===== config.mk =====
export PLATFORM = sky130hd
export DESIGN_NAME = mega_mul_seq
export DESIGN_NICKNAME = d
export VERILOG_FILES = /design/src/rtl/mega_mul_pkg.sv /design/src/rtl/mega_mul_step.sv /design/src/rtl/mega_mul_seq.sv
export SDC_FILE = /design/constraint.sdc
export NUM_CORES = 1
export LEC_CHECK = 0
export CAP_MARGIN = 20
export CORE_ASPECT_RATIO = 0.75
export CORE_MARGIN = 5
export CORE_UTILIZATION = 61
export DETAILED_ROUTE_END_ITERATION = 8
export PLACE_DENSITY_LB_ADDON = 0.25
export RECOVER_POWER = 50
export SLEW_MARGIN = 20
export SYNTH_ARGS = -nofsm -noshare
export SYNTH_HDL_FRONTEND = slang
export SYNTH_HIERARCHICAL = 1
export SYNTH_SLANG_ARGS = --single-unit

===== constraint.sdc =====
create_clock -name clk -period 6 [get_ports clk]
set_input_delay 0.9 -clock clk [delete_from_list [all_inputs] [get_ports clk]]
set_output_delay 0.9 -clock clk [all_outputs]
set_load 0.005 [all_outputs]

===== src/rtl/mega_mul_pkg.sv =====
// ----------------------------------------------------------------------------
// mega_mul_pkg
// Shared definitions for the sequential multiplier: FSM state encoding,
// the mode-field layout and encodings, and the status-register bit indices
// that the multiplier rewrites.
// ----------------------------------------------------------------------------
package mega_mul_pkg;

    typedef enum logic [1:0] {
        ST_IDLE = 2'd0,
        ST_RUN  = 2'd1,
        ST_DONE = 2'd2
    } state_t;

    // mode = {frac, sign_b, sign_a}
    localparam int MODE_SIGN_A = 0;
    localparam int MODE_SIGN_B = 1;
    localparam int MODE_FRAC   = 2;

    localparam logic [2:0] MODE_MUL    = 3'b000;
    localparam logic [2:0] MODE_MULSU  = 3'b001;
    localparam logic [2:0] MODE_MULS   = 3'b011;
    localparam logic [2:0] MODE_FMUL   = 3'b100;
    localparam logic [2:0] MODE_FMULSU = 3'b101;
    localparam logic [2:0] MODE_FMULS  = 3'b111;

    // Status-register flags replaced by the multiplier
    localparam int SREG_C = 0;
    localparam int SREG_Z = 1;

endpackage


===== src/rtl/mega_mul_step.sv =====
// ----------------------------------------------------------------------------
// mega_mul_step
// One combinational shift-add step: retires BITS_PER_CYCLE multiplier bits
// (LSB first) into the accumulator, then advances the multiplicand and
// multiplier by BITS_PER_CYCLE positions.
//
// Ports
//   acc         in  2*WIDTH   running partial product
//   mcand       in  2*WIDTH   multiplicand magnitude, pre-shifted
//   mplier      in  WIDTH+1   remaining multiplier magnitude bits
//   acc_next    out 2*WIDTH   accumulator after this step
//   mcand_next  out 2*WIDTH   multiplicand shifted left by BITS_PER_CYCLE
//   mplier_next out WIDTH+1   multiplier shifted right by BITS_PER_CYCLE
// ----------------------------------------------------------------------------
module mega_mul_step
    import mega_mul_pkg::*;
#(
    parameter int WIDTH          = 8,
    parameter int BITS_PER_CYCLE = 1
) (
    input  logic [2*WIDTH-1:0] acc,
    input  logic [2*WIDTH-1:0] mcand,
    input  logic [WIDTH:0]     mplier,
    output logic [2*WIDTH-1:0] acc_next,
    output logic [2*WIDTH-1:0] mcand_next,
    output logic [WIDTH:0]     mplier_next
);

    // The accumulator is only 2*WIDTH wide; bits shifted beyond it are
    // dropped, which is harmless because the final magnitude always fits.
    always_comb begin
        acc_next = acc;
        for (int i = 0; i < BITS_PER_CYCLE; i++) begin
            if (mplier[i]) begin
                acc_next = acc_next + (mcand << i);
            end
        end
        mcand_next  = mcand << BITS_PER_CYCLE;
        mplier_next = mplier >> BITS_PER_CYCLE;
    end

endmodule


===== src/rtl/mega_mul_seq.sv =====
// ----------------------------------------------------------------------------
// mega_mul_seq
// Sequential signed/unsigned (optionally fractional) multiplier with an
// IDLE -> RUN -> DONE handshake. Operands are converted to magnitudes when
// accepted, multiplied by iterative shift-add and the sign is restored in
// DONE. Latency from the accepting edge to done is WIDTH/BITS_PER_CYCLE + 1.
//
// Ports
//   clk       in   1        clock, rising edge
//   rst       in   1        asynchronous active-high reset
//   start     in   1        request, sampled only in IDLE
//   abort     in   1        cancel an operation in RUN
//   mode      in   3        {frac, sign_b, sign_a}
//   rd        in   WIDTH    multiplicand A
//   rr        in   WIDTH    multiplier B
//   sreg_in   in   8        status register in
//   R         out  2*WIDTH  product (registered)
//   sreg_out  out  8        sreg_in with C/Z replaced (registered)
//   busy      out  1        high in RUN and DONE
//   done      out  1        one-cycle pulse, R/sreg_out valid
//
// Configuration macro: MEGA_MUL_SEQ_FRAC_EN enables the fractional modes;
// without it mode[2] has no effect.
// ----------------------------------------------------------------------------
module mega_mul_seq
    import mega_mul_pkg::*;
#(
    parameter int WIDTH          = 8,
    parameter int BITS_PER_CYCLE = 1
) (
    input  logic               clk,
    input  logic               rst,
    input  logic               start,
    input  logic               abort,
    input  logic [2:0]         mode,
    input  logic [WIDTH-1:0]   rd,
    input  logic [WIDTH-1:0]   rr,
    input  logic [7:0]         sreg_in,
    output logic [2*WIDTH-1:0] R,
    output logic [7:0]         sreg_out,
    output logic               busy,
    output logic               done
);

    localparam int STEPS = WIDTH / BITS_PER_CYCLE;
    localparam int CW    = $clog2(STEPS + 1);
    localparam logic [CW-1:0] LAST_STEP = CW'(STEPS - 1);

    state_t state;
    state_t state_next;

    logic [CW-1:0]      cnt;
    logic [2*WIDTH-1:0] acc;
    logic [2*WIDTH-1:0] mcand;
    logic [WIDTH:0]     mplier;
    logic               neg;
    logic               frac;
    logic [5:0]         sreg_hi;

    logic               accept;
    logic               step_en;
    logic               finish;

    logic [2*WIDTH-1:0] acc_next;
    logic [2*WIDTH-1:0] mcand_next;
    logic [WIDTH:0]     mplier_next;

    // Encodings 010/110 behave like 011/111, so sign_b implies sign_a.
    logic               sign_a;
    logic               sign_b;
    logic               a_neg;
    logic               b_neg;
    logic [WIDTH:0]     a_ext;
    logic [WIDTH:0]     b_ext;
    logic [WIDTH:0]     a_mag;
    logic [WIDTH:0]     b_mag;
    logic               frac_sel;

    assign sign_a = mode[MODE_SIGN_A] | mode[MODE_SIGN_B];
    assign sign_b = mode[MODE_SIGN_B];
    assign a_neg  = sign_a & rd[WIDTH-1];
    assign b_neg  = sign_b & rr[WIDTH-1];
    assign a_ext  = {a_neg, rd};
    assign b_ext  = {b_neg, rr};

    // WIDTH+1 bits so the most-negative operand has a representable magnitude
    assign a_mag = a_neg ? (~a_ext + 1'b1) : a_ext;
    assign b_mag = b_neg ? (~b_ext + 1'b1) : b_ext;

`ifdef MEGA_MUL_SEQ_FRAC_EN
    assign frac_sel = mode[MODE_FRAC];
`else
    logic unused_frac;
    assign unused_frac = mode[MODE_FRAC];
    assign frac_sel    = 1'b0;
`endif

    mega_mul_step #(
        .WIDTH          (WIDTH),
        .BITS_PER_CYCLE (BITS_PER_CYCLE)
    ) u_step (
        .acc         (acc),
        .mcand       (mcand),
        .mplier      (mplier),
        .acc_next    (acc_next),
        .mcand_next  (mcand_next),
        .mplier_next (mplier_next)
    );

    always_ff @(posedge clk or posedge rst) begin
        if (rst) begin
            state <= ST_IDLE;
        end else begin
            state <= state_next;
        end
    end

    always_comb begin
        state_next = state;
        case (state)
            ST_IDLE: if (start && !abort) state_next = ST_RUN;
            ST_RUN: begin
                if (abort) begin
                    state_next = ST_IDLE;
                end else if (cnt == LAST_STEP) begin
                    state_next = ST_DONE;
                end
            end
            ST_DONE: state_next = ST_IDLE;
            default: state_next = ST_IDLE;
        endcase
    end

    always_comb begin
        busy    = (state != ST_IDLE);
        accept  = (state == ST_IDLE) && start && !abort;
        step_en = (state == ST_RUN) && !abort;
        finish  = (state == ST_DONE);
    end

    // Sign restoration and optional fractional shift of the final product
    logic [2*WIDTH-1:0] p_signed;
    logic [2*WIDTH-1:0] r_val;

    always_comb begin
        p_signed = neg ? (~acc + 1'b1) : acc;
        r_val    = frac ? (p_signed << 1) : p_signed;
    end

    always_ff @(posedge clk or posedge rst) begin
        if (rst) begin
            cnt      <= '0;
            acc      <= '0;
            mcand    <= '0;
            mplier   <= '0;
            neg      <= 1'b0;
            frac     <= 1'b0;
            sreg_hi  <= '0;
            R        <= '0;
            sreg_out <= '0;
            done     <= 1'b0;
        end else begin
            done <= finish;
            if (accept) begin
                cnt     <= '0;
                acc     <= '0;
                mcand   <= {{(WIDTH-1){1'b0}}, a_mag};
                mplier  <= b_mag;
                neg     <= a_neg ^ b_neg;
                frac    <= frac_sel;
                sreg_hi <= sreg_in[7:2];
            end
            if (step_en) begin
                cnt    <= cnt + 1'b1;
                acc    <= acc_next;
                mcand  <= mcand_next;
                mplier <= mplier_next;
            end
            if (finish) begin
                R        <= r_val;
                sreg_out <= {sreg_hi, (r_val == '0), p_signed[2*WIDTH-1]};
            end
        end
    end

endmodule


== Yosys cells after proc, flatten, opt, wreduce, memory -nomap -nowiden ==
Index checks and enable logic that the tools add are counted.

* Multiplexer cells: 16
* Eq/ne operators: 6
* Bitwise operators: 7
* $add $sub $neg: 5
* Reductions and logical operators: 11

{| class="wikitable"
|+ Operators with widths
! cell !! count
|-
| $mux W16 || 6
|-
| $mux W9 || 4
|-
| $add A9 B1 Y9 const B || 2
|-
| $not A9 Y9 || 2
|-
| $add A16 B1 Y16 const B || 1
|-
| $add A16 B16 Y16 || 1
|-
| $logic_not A16 Y1 || 1
|-
| $not A16 Y16 || 1
|-
| $mux W4 || 2
|-
| $mux W2 || 3
|-
| $add A4 B1 Y4 const B || 1
|-
| $eq A4 B3 Y1 const B || 1
|-
| $logic_and A1 B1 Y1 || 4
|-
| $ne A2 B2 Y1 const B || 2
|-
| $pmux W2 S2 || 1
|-
| $reduce_and A2 Y1 || 2
|-
| $reduce_bool A2 Y1 || 2
|-
| $ne A3 B3 Y1 const B || 1
|-
| $and A1 B1 Y1 || 2
|-
| $eq A2 B1 Y1 const B || 1
|-
| $eq A2 B2 Y1 const B || 1
|-
| $logic_not A2 Y1 || 1
|-
| $logic_not A1 Y1 || 1
|-
| $or A1 B1 Y1 || 1
|-
| $xor A1 B1 Y1 || 1
|}

* Register bits after elaboration: 79
* Input port bits: 31
* Word-level logic and storage cells: 55

== Depth between registers and ports, before layout ==
Gate-level depths: netlist of the first run.

* Word-level depth: 7
* Gate-level depth with buffers: 9

== Modules after synthesis ==
Netlist of the first run, hierarchy kept.

{| class="wikitable"
|+ By module, submodules not included
! module !! sequential area each (um^2) !! cells each !! times used !! area an instance (um^2)
|-
| mega_mul_seq || 1,951.9 || 368 || 1 || 3,762.4
|-
| mega_mul_step || 0.0 || 141 || 1 || 1,094.8
|}

== Worst setup path before layout of the first run ==
No wires, ideal clock.

* Path type: register to register
* From: reg acc[8]
* To: reg sreg_out[1]
* Setup time: 132 ps
* Clock period less this slack: 2,559 ps
* Data required time: 5,868 ps
* Arrival time: 2,427 ps
* Stages on the path, launching flop included: 8
* Setup slack: 3,441 ps
* Path buffers: 1
* Cell sequence: dfrtp_1 -> buf_6 -> or4_4 -> or4_4 -> or3_4 -> mux2_4 -> a32oi_1 -> o31ai_1

* Cells in the longest elaborated chain, start to end: 4

{| class="wikitable"
|+ RTL lines
! what !! line !! text
|-
| from (decl) || mega_mul_seq.sv:53 || <nowiki>logic [2*WIDTH-1:0] acc;</nowiki>
|-
| from (signal assigned) || mega_mul_seq.sv:175 || <nowiki>acc <= acc_next;</nowiki>
|-
| $not A16 Y16 || mega_mul_seq.sv:146 || <nowiki>p_signed = neg ? (~acc + 1'b1) : acc;</nowiki>
|-
| $add A16 B1 Y16 || mega_mul_seq.sv:146 ||
|-
| $mux W16 (*) || mega_mul_seq.sv:146 ||
|-
| $logic_not A16 Y1 (*) || mega_mul_seq.sv:181 || <nowiki>sreg_out <= {sreg_hi, (r_val == '0), p_signed[2*WIDTH-1]};</nowiki>
|-
| to (signal assigned) || mega_mul_seq.sv:181 ||
|-
| to (decl) || mega_mul_seq.sv:40 || <nowiki>output logic [7:0] sreg_out,</nowiki>
|}

Mark *: on every way between the ends. The rest lies on a longest branch, timed or not.
A chain may end at the register's enable or synchronous reset.

== Worst setup path in the final report of the first run ==
* From: in abort
* To: reg cnt[2]

* Cells in the longest elaborated chain, start to end: 3
* Elaborated cells on any way between the ends: 5

{| class="wikitable"
|+ RTL lines
! what !! line !! text
|-
| from (decl) || mega_mul_seq.sv:34 || <nowiki>input logic abort,</nowiki>
|-
| $logic_not A1 Y1 (*) || mega_mul_seq.sv:136, mega_mul_seq.sv:137 ||
|-
| $logic_and A1 B1 Y1 (on tied branches) || mega_mul_seq.sv:137, mega_mul_seq.sv:136 ||
|-
| $mux W4 / $reduce_bool A2 Y1 (equally long branches) || - ||
|-
| to (signal assigned) || mega_mul_seq.sv:174 || <nowiki>cnt <= cnt + 1'b1;</nowiki>
|-
| to (decl) || mega_mul_seq.sv:52 || <nowiki>logic [CW-1:0] cnt;</nowiki>
|}

Marks and branches as above.

==> impl_summary.md, run 1 <==
Status
The run finished, with violations left. The final reports fail on capacitance limit, slew limit.

GRT
The wire length of the first global-routing pass is 16600 microns. The maximum number of pins on one net before global-route repair is 79. The total track usage is 20.6%. The via count of the first global-routing pass was 3547. The number of antenna violations at the first check in global routing is 0.

For this run the aggregate overflow at the end of global routing stands at 0.

Synthesis
The sequential element share of the synthesized area is 40.2%. Yosys printed 6 warnings. For this run, asynchronously set or reset flops after synthesis account for 100%.

In the synthesized netlist the dominant register cell turns out to be sky130_fd_sc_hd__dfrtp_1. Counting flops and latches in the post-synthesis netlist gives 78. Yosys mapped the design onto 62 distinct sky130hd cell types. In the synthesized netlist, the number of instances is 509. The number of enable-type register cells in the synthesized netlist is 0. The cell area that synthesis handed to floorplanning was 4860 sq um.

The post-synthesis area per instance is 9.54 sq um.

Clock tree
The H-tree was split into 3 levels. Clock-pin slew was measured on the worst setup and hold paths at 80 ps. After clock tree synthesis, the flow added hold-fix buffers numbering 0. Once the clock tree was built, the setup fixing pass inserted 0 buffers.

After clock tree synthesis, the repair step resized 0 gates. The number of buffers created by CTS is 9. The latest clock arrival within the worst-skew pair is 360 ps. For this design, the sink count on the clock tree is 78. The buffer levels on the longest clock path is 2. TritonCTS built the clock tree. Clock tree synthesis selected as its root buffer the cell sky130_fd_sc_hd__clkbuf_8.

Critical path
The largest fanout of any net on the critical path is 39. The kind of end point of the critical path is a flip-flop. Data arrives at the worst endpoint at 3690 ps.

The launching instance or port of the critical path is abort. The critical path class is in -> reg. STA classifies the critical path startpoint as an input pin. The startpoint identified for the worst register-to-register timing path is acc[0]. At the worst endpoint, the required time is 6220 ps.

Timing
Clock skew on the completed layout was measured at 9.65 ps. The transition time of the tightest slew-check pin is 1670 ps. The max-slew violation count was 79. The time the final worst path needs with I/O delays and setup is 3470 ps. The final hold violation count came to 0. The worst relative slew slack is -11.5%. The period utilization is 57.8%.

Setup slack on the critical path of the routed design comes to 2530 ps. Setup repair after global routing left no endpoint under its margin. The sum of negative setup slack is 0 ps. The maximum clock frequency is 0.288 GHz. Setup violations remaining at the end of the flow were counted as 0.

Hold path
The path category of the worst min-delay check is reg -> reg. The worst hold path begins at R[11].

Power
Dividing total power by cell area gives a power density of 347 nW/um^2. The maximum VDD drop is 0.000173 V. The combinational fraction of design power is 41.2%. The share of power burned in registers is 38.2%. The internal portion of the total power is 1.18 mW.

The net switching fraction of the power is 37.9%. Summed over all cells, the static leakage comes to 2.52 nW. The overall power is 1.90 mW. The part of the power in the clock network is 20.6%.

Summed over all nets, the switching power comes to 0.719 mW.

Route
The pre-antenna-repair detailed-routing pass consisted of 5 iterations. The average wire per standard cell is 15.2 microns. The total detailed-routing wirelength is 9680 microns.

Dividing the detail-routed via count by the number of cells gives 5.93. After detailed routing, the number of remaining DRC violations is 0. The via count is 3775. The violation count after the first detailed-routing iteration is 384. The post-detailed-route count of antenna-violating nets is 0.

Die
The starting density of the core is 62.2%. The die covers 9870 sq um. The number of placement rows is 28. The floorplan step defined a core boundary enclosing 7810 sq um. The die is 87.3 microns tall.

57 I/O pins were placed. Measured along the x axis, the die boundary spans 113 microns.

Finish
The number of antenna diodes is 0. For this run, the share of the core covered by cells in the final layout is 69.9%. The library cells used most frequently in the layout, excluding fill and tap cells, are sky130_fd_sc_hd__dfrtp_1 (78), sky130_fd_sc_hd__nand2_1 (63), sky130_fd_sc_hd__clkdlybuf4s50_1 (51), sky130_fd_sc_hd__o21ai_0 (38), sky130_fd_sc_hd__mux2_2 (28).

The filler cells instantiated in the layout total 592. The total number of nets in the final design is 578. The post-route non-filler standard cell count is 637. The post-route netlist has 11.1% of its cells at a drive strength greater than 1.

The most common cell after layout, fill and taps aside is sky130_fd_sc_hd__dfrtp_1. The post-synthesis to final-layout area growth is 12.4%.

Placement
Routability-driven placement finished with a final weighted congestion of 1.01. The worst slack after detailed placement is 3120 ps. The HPWL after detailed placement is 6850 microns. The count of input and output buffers is 53. The instance count after placement with tap cells included is 621.

Run
The max-capacitance violation count is 2.
[through the flow]
step	hold slack (ps)	instance area, sq um
after floorplan	449	4860
after global placement	458	5260
after detailed placement	466	5270
after CTS	485	5470
after global routing	511	5460
final	479	5460
[flip-flops by register name, summed over array words and instances, names as in the netlist]
| name | count |
|---|---|
| acc | 16 |
| mcand | 16 |
| R | 15 |
| mplier | 9 |
| sreg_out | 8 |
| sreg_hi | 6 |
| cnt | 4 |
| state | 2 |
| done | 1 |
| neg | 1 |
[logic make-up (layout without fill, tap and decap cells)]
family | after synthesis | count (layout) | synth area share, %
compound gates | 138 | 138 | 19.5
simple gates | 136 | 136 | 13.2
flops | 78 | 78 | 40.2
buf+inv | 65 | 87 | 7.21
xor+xnor | 37 | 37 | 6.67
mux | 34 | 34 | 7.83
fa+ha+maj | 20 | 20 | 5.31
other cells | 1 | 2 | 0.0772
[critical path, cell delays in order]
cell and delay (ps):
sky130_fd_sc_hd__dlygate4sd3_1 560, sky130_fd_sc_hd__nor4b_2 210, sky130_fd_sc_hd__clkbuf_1 1240, sky130_fd_sc_hd__nor2_4 400
sky130_fd_sc_hd__o21ai_0 270, sky130_fd_sc_hd__o21ai_0 120
[path summary, 6_finish.rpt]
check | end | slack (ps) | cells past startpoint
setup / recovery | cnt[2] | 2530 | 6
hold / removal | R[11] | 480 | 2
setup reg to reg | acc[12] | 3150 | 9
hold reg to reg | R[11] | 480 | 2
max in group asynchronous | mcand[11] | 4140 | 3
min in group asynchronous | sreg_hi[2] | 1270 | 3
[Yosys cell counts, drive strengths merged, types with 2 or more instances]
cell type | n | share of area (%)
a21o | 5 | 0.77
a21oi | 23 | 2.4
and2 | 5 | 0.64
a22o | 26 | 4.7
xor2 | 18 | 3.2
nand4 | 2 | 0.26
a221o | 2 | 0.41
or3 | 2 | 0.39
a221oi | 2 | 0.49
nand3b | 3 | 0.46
o211ai | 2 | 0.31
clkbuf | 21 | 1.6
and3 | 7 | 0.93
nand2 | 63 | 4.9
o31a | 2 | 0.39
nor3 | 8 | 0.82
o311ai | 2 | 0.36
buf | 30 | 4.5
o22ai | 2 | 0.26
o21bai | 2 | 0.31
nand2b | 2 | 0.26
o21ai | 39 | 4.0
mux2i | 5 | 1.0
nor2b | 2 | 0.26
dfrtp | 78 | 40
o41ai | 2 | 0.36
xnor2 | 19 | 3.4
nor2 | 24 | 1.9
a31oi | 7 | 0.90
nand3 | 9 | 0.93
ha | 19 | 4.9
o31ai | 5 | 0.77
nor4 | 2 | 0.26
mux2 | 29 | 6.8
a22oi | 4 | 0.62
inv | 14 | 1.1
or4 | 2 | 0.46
nand4b | 2 | 0.36
a211oi | 5 | 0.88
[final cells by class]
cell class | count | area (sq um) | share of cell area (%)
multi-input cells | 367 | 2570 | 47.1
flip-flops and latches | 78 | 1950 | 35.8
repair buffers | 57 | 553 | 10.1
well taps | 105 | 131 | 2.41
clock buffers | 9 | 124 | 2.27
clock inverters | 7 | 72.6 | 1.33
inverters | 14 | 52.6 | 0.963
[power groups by stage]
stage	clock, mW	sequential, mW	combinational (mW)
global route	0.417	0.739	0.869
floorplan	0	0.676	0.699
global placement	0	0.725	0.738
finish	0.390	0.724	0.782
CTS	0.396	0.722	0.776
detailed placement	0	0.732	0.766
[routing by layer]
layer	track usage, %	share of wire, %
met5	0	0
met4	7.21	1.7
met3	4.79	6.6
met2	32.4	46
met1	28.2	46
(Power assumes the default switching activity.)
==> run 2: changes to the inputs <==
Settings changed: CORE_UTILIZATION 61 to 57.
Clock period 6 ns to 3.2 ns, I/O delays scaled along.
==> run 2 against run 1 <==
Utilization decreased by 2.8 points. First-iteration DRC count increased by 11%. Routed wire length increased by 3.5%. Hold slack got worse by 8.2 ps. Critical path type is now reg -> reg. Largest cell class unchanged. The flow still finishes with violations (capacitance limit, slew limit). Final area increased by 3.0%. Sequential share of layout area decreased by 1.1 points.
==> impl_summary.md, run 2 (synthesis gave the netlist of run 1 again) <==
Hold path
The path category of the worst min-delay check is reg -> reg.

Timing
Setup violations remaining at the end of the flow were counted as 0. Derived from the worst setup path, the maximum achievable clock frequency is 0.349 GHz. Headroom to the max-slew limit came out at -24.7%. The transition time of the tightest slew-check pin is 1870 ps. The final hold violation count is 0. The clock tree skew after final layout is 7.22 ps. The sum of negative setup slack is 0 ps.

Of the available clock period, the critical path in the final layout requires 89.5%. The max-slew violation count is 79. Setup repair after global routing left no endpoint under its margin.

The worst path in the final design needs a cycle of 2870 ps, including I/O delays and setup.

Die
From left edge to right edge, the die measures 117 microns. After floorplanning, the core was sized to cover 8380 sq um. The number of top-level pins is 57.

The number of placement rows is 29. The starting density of the core is 57.9%. The die boundary height is 89.9 microns.

The die covers 10500 sq um.

Critical path
Counting both buffers and inverters, the worst setup path holds a total of 0. The critical path data arrival time is 3080 ps. In this design, the stage delay of the slowest critical-path cell is 470 ps. The largest fanout of any net on the critical path is 8. The kind of end point of the critical path is a flip-flop. The cell with the largest stage delay on the worst path is sky130_fd_sc_hd__dfrtp_1.

The worst setup path is launched from a flip-flop. The critical path is of the reg -> reg type. The critical path goes through ha_1 > fa_1 > a21o_1 > a221oi_2 > o31ai_1 > a31oi_1 > xnor2_1 > mux2_2 > a22o_1.

The cell type group with the largest total delay on the critical path is compound AO/OA/AOI/OAI gates. The endpoint required time on the critical path is 3420 ps.

Route
The wire length on met1 is 4590 microns. The via count is 3847. Using the TritonRoute via totals, the vias-per-cell ratio works out to 5.98. The highest metal layer with signal wires is met4. The detailed-router iteration count before antenna repair is 6. The detailed router finished its first iteration with 427 violations. The total detailed-routing wirelength is 10000 microns.

The DRC violation count after routing is 0. Wire segments on met3 add up to 725 microns in the final route. After detailed routing, the average wire length per cell comes to 15.6 microns.

In this run the remaining antenna-violating nets after routing total 0. The total met2 wirelength after detailed routing is 4600 microns.

Finish
The number of antenna diodes is 0. The library cell used most frequently in the layout, excluding fill and tap cells, is sky130_fd_sc_hd__dfrtp_1. Of the cells placed in the final design, the portion with a size suffix greater than 1 is 11.4%. The total number of nets in the final design is 581. The largest registers in the layout are acc (16), mcand (16), R (15).

Across the whole layout, storage elements account for 1950 sq um. The top cell types in the final layout, fill and taps aside, are sky130_fd_sc_hd__dfrtp_1 (78), sky130_fd_sc_hd__nand2_1 (63), sky130_fd_sc_hd__clkdlybuf4s50_1 (51), sky130_fd_sc_hd__o21ai_0 (38), sky130_fd_sc_hd__mux2_2 (28). Summing all multi-input logic gate instances after layout gives 2570 sq um.

The post-synthesis to final-layout area growth is 15.8%. The layout has 680 filler cells.

Clock tree
The clock passes through at most 2 buffers. CTS placed an instance of sky130_fd_sc_hd__clkbuf_16 at the clock tree root. The number of buffers created by CTS is 9.

At the later pin of the worst-skew pair, clock insertion delay measures 340 ps. The H-tree generated during clock tree synthesis spans 3 levels. Hold repair after CTS inserted 0 buffers. The clock tree from TritonCTS is done. Clock tree synthesis found a total of 78 sinks. The number of cells upsized or downsized after cts is 0. The number of setup buffers added after CTS is 0.

The clock-pin transition on the worst setup and hold timing paths is 60 ps.

Power
Dividing total power by cell area gives a power density of 716 nW/um^2. Overall power consumption after layout is estimated at 4.03 mW. The leakage power of the design is 2.60 nW. VDD sags by at most 0.000371 V.

Placement
At the end of routability-driven placement, the weighted congestion stood at 0.910. The HPWL after detailed placement is 7110 microns. Port buffering added 53 buffers.

GRT
In the global route stage, overall resource usage came out at 19.9%. The via count of the first global-routing pass was 3648. The wire length of the first global-routing pass is 17000 microns. Entering global routing, the biggest net connects 79 pins. The total congestion overflow is 0. The number of antenna violations at the first check in global routing is 0.

Run
The max-capacitance violation count is 1.

Status
The final reports fail on capacitance limit, slew limit. The run finished, with violations left.
[run 2: worst paths after layout]
kind | slack, ps | startpoint | depth (start not counted) | end
worst max-delay path | 330 | acc[0] | 9 | acc[10]
worst min-delay path | 470 | mplier[3] | 2 | mplier[2]
worst max register to register | 330 | acc[0] | 9 | acc[10]
worst min register to register | 470 | mplier[3] | 2 | mplier[2]
max in group asynchronous | 820 | rst | 3 | mcand[13]
min in group asynchronous | 1200 | rst | 3 | sreg_out[6]
[run 2: per-stage QoR]
stage                     cell area (sq um)  setup slack (ps)  instances  hold WS, ps  util [%]
after floorplan                        4860               641        510          449         -
after global placement                 5300               468        627          454      63.3
after detailed placement               5300               387        627          458      63.3
after CTS                              5640               332        643          475      67.3
after global routing                   5620               190        643          506      67.1
final                                  5620               335        643          471      67.1
[run 2: area by class of cell]
type | instances | share of cell area, %
multi-input cells | 367 | 45.7
flip-flops and latches | 78 | 34.7
repair buffers | 60 | 10.3
clock buffers | 11 | 4.14
well taps | 108 | 2.40
clock inverters | 5 | 1.91
inverters | 14 | 0.934
[run 2: metal layers]
metal	global-route usage (%)	vias up
li1	-	1863
met5	0	-
met3	4.70	14
met1	28.4	1829
met2	30.4	141
met4	5.54	0
[run 2: report_power, final]
group | internal (mW) | total [mW] | switching (mW) | leakage (nW)
Clock | 0.765 | 1.16 | 0.396 | 0.164
Sequential | 1.13 | 1.35 | 0.217 | 1.03
Combinational | 0.743 | 1.52 | 0.775 | 1.40
Total | 2.64 | 4.03 | 1.39 | 2.60
[run 2: worst register-to-register path: stages, from the launching register on]
cell	delay [ps]
sky130_fd_sc_hd__dfrtp_1	470
sky130_fd_sc_hd__ha_1	270
sky130_fd_sc_hd__fa_1	400
sky130_fd_sc_hd__a21o_1	220
sky130_fd_sc_hd__a221oi_2	430
sky130_fd_sc_hd__o31ai_1	160
sky130_fd_sc_hd__a31oi_1	220
sky130_fd_sc_hd__xnor2_1	90
sky130_fd_sc_hd__mux2_2	270
sky130_fd_sc_hd__a22o_1	220
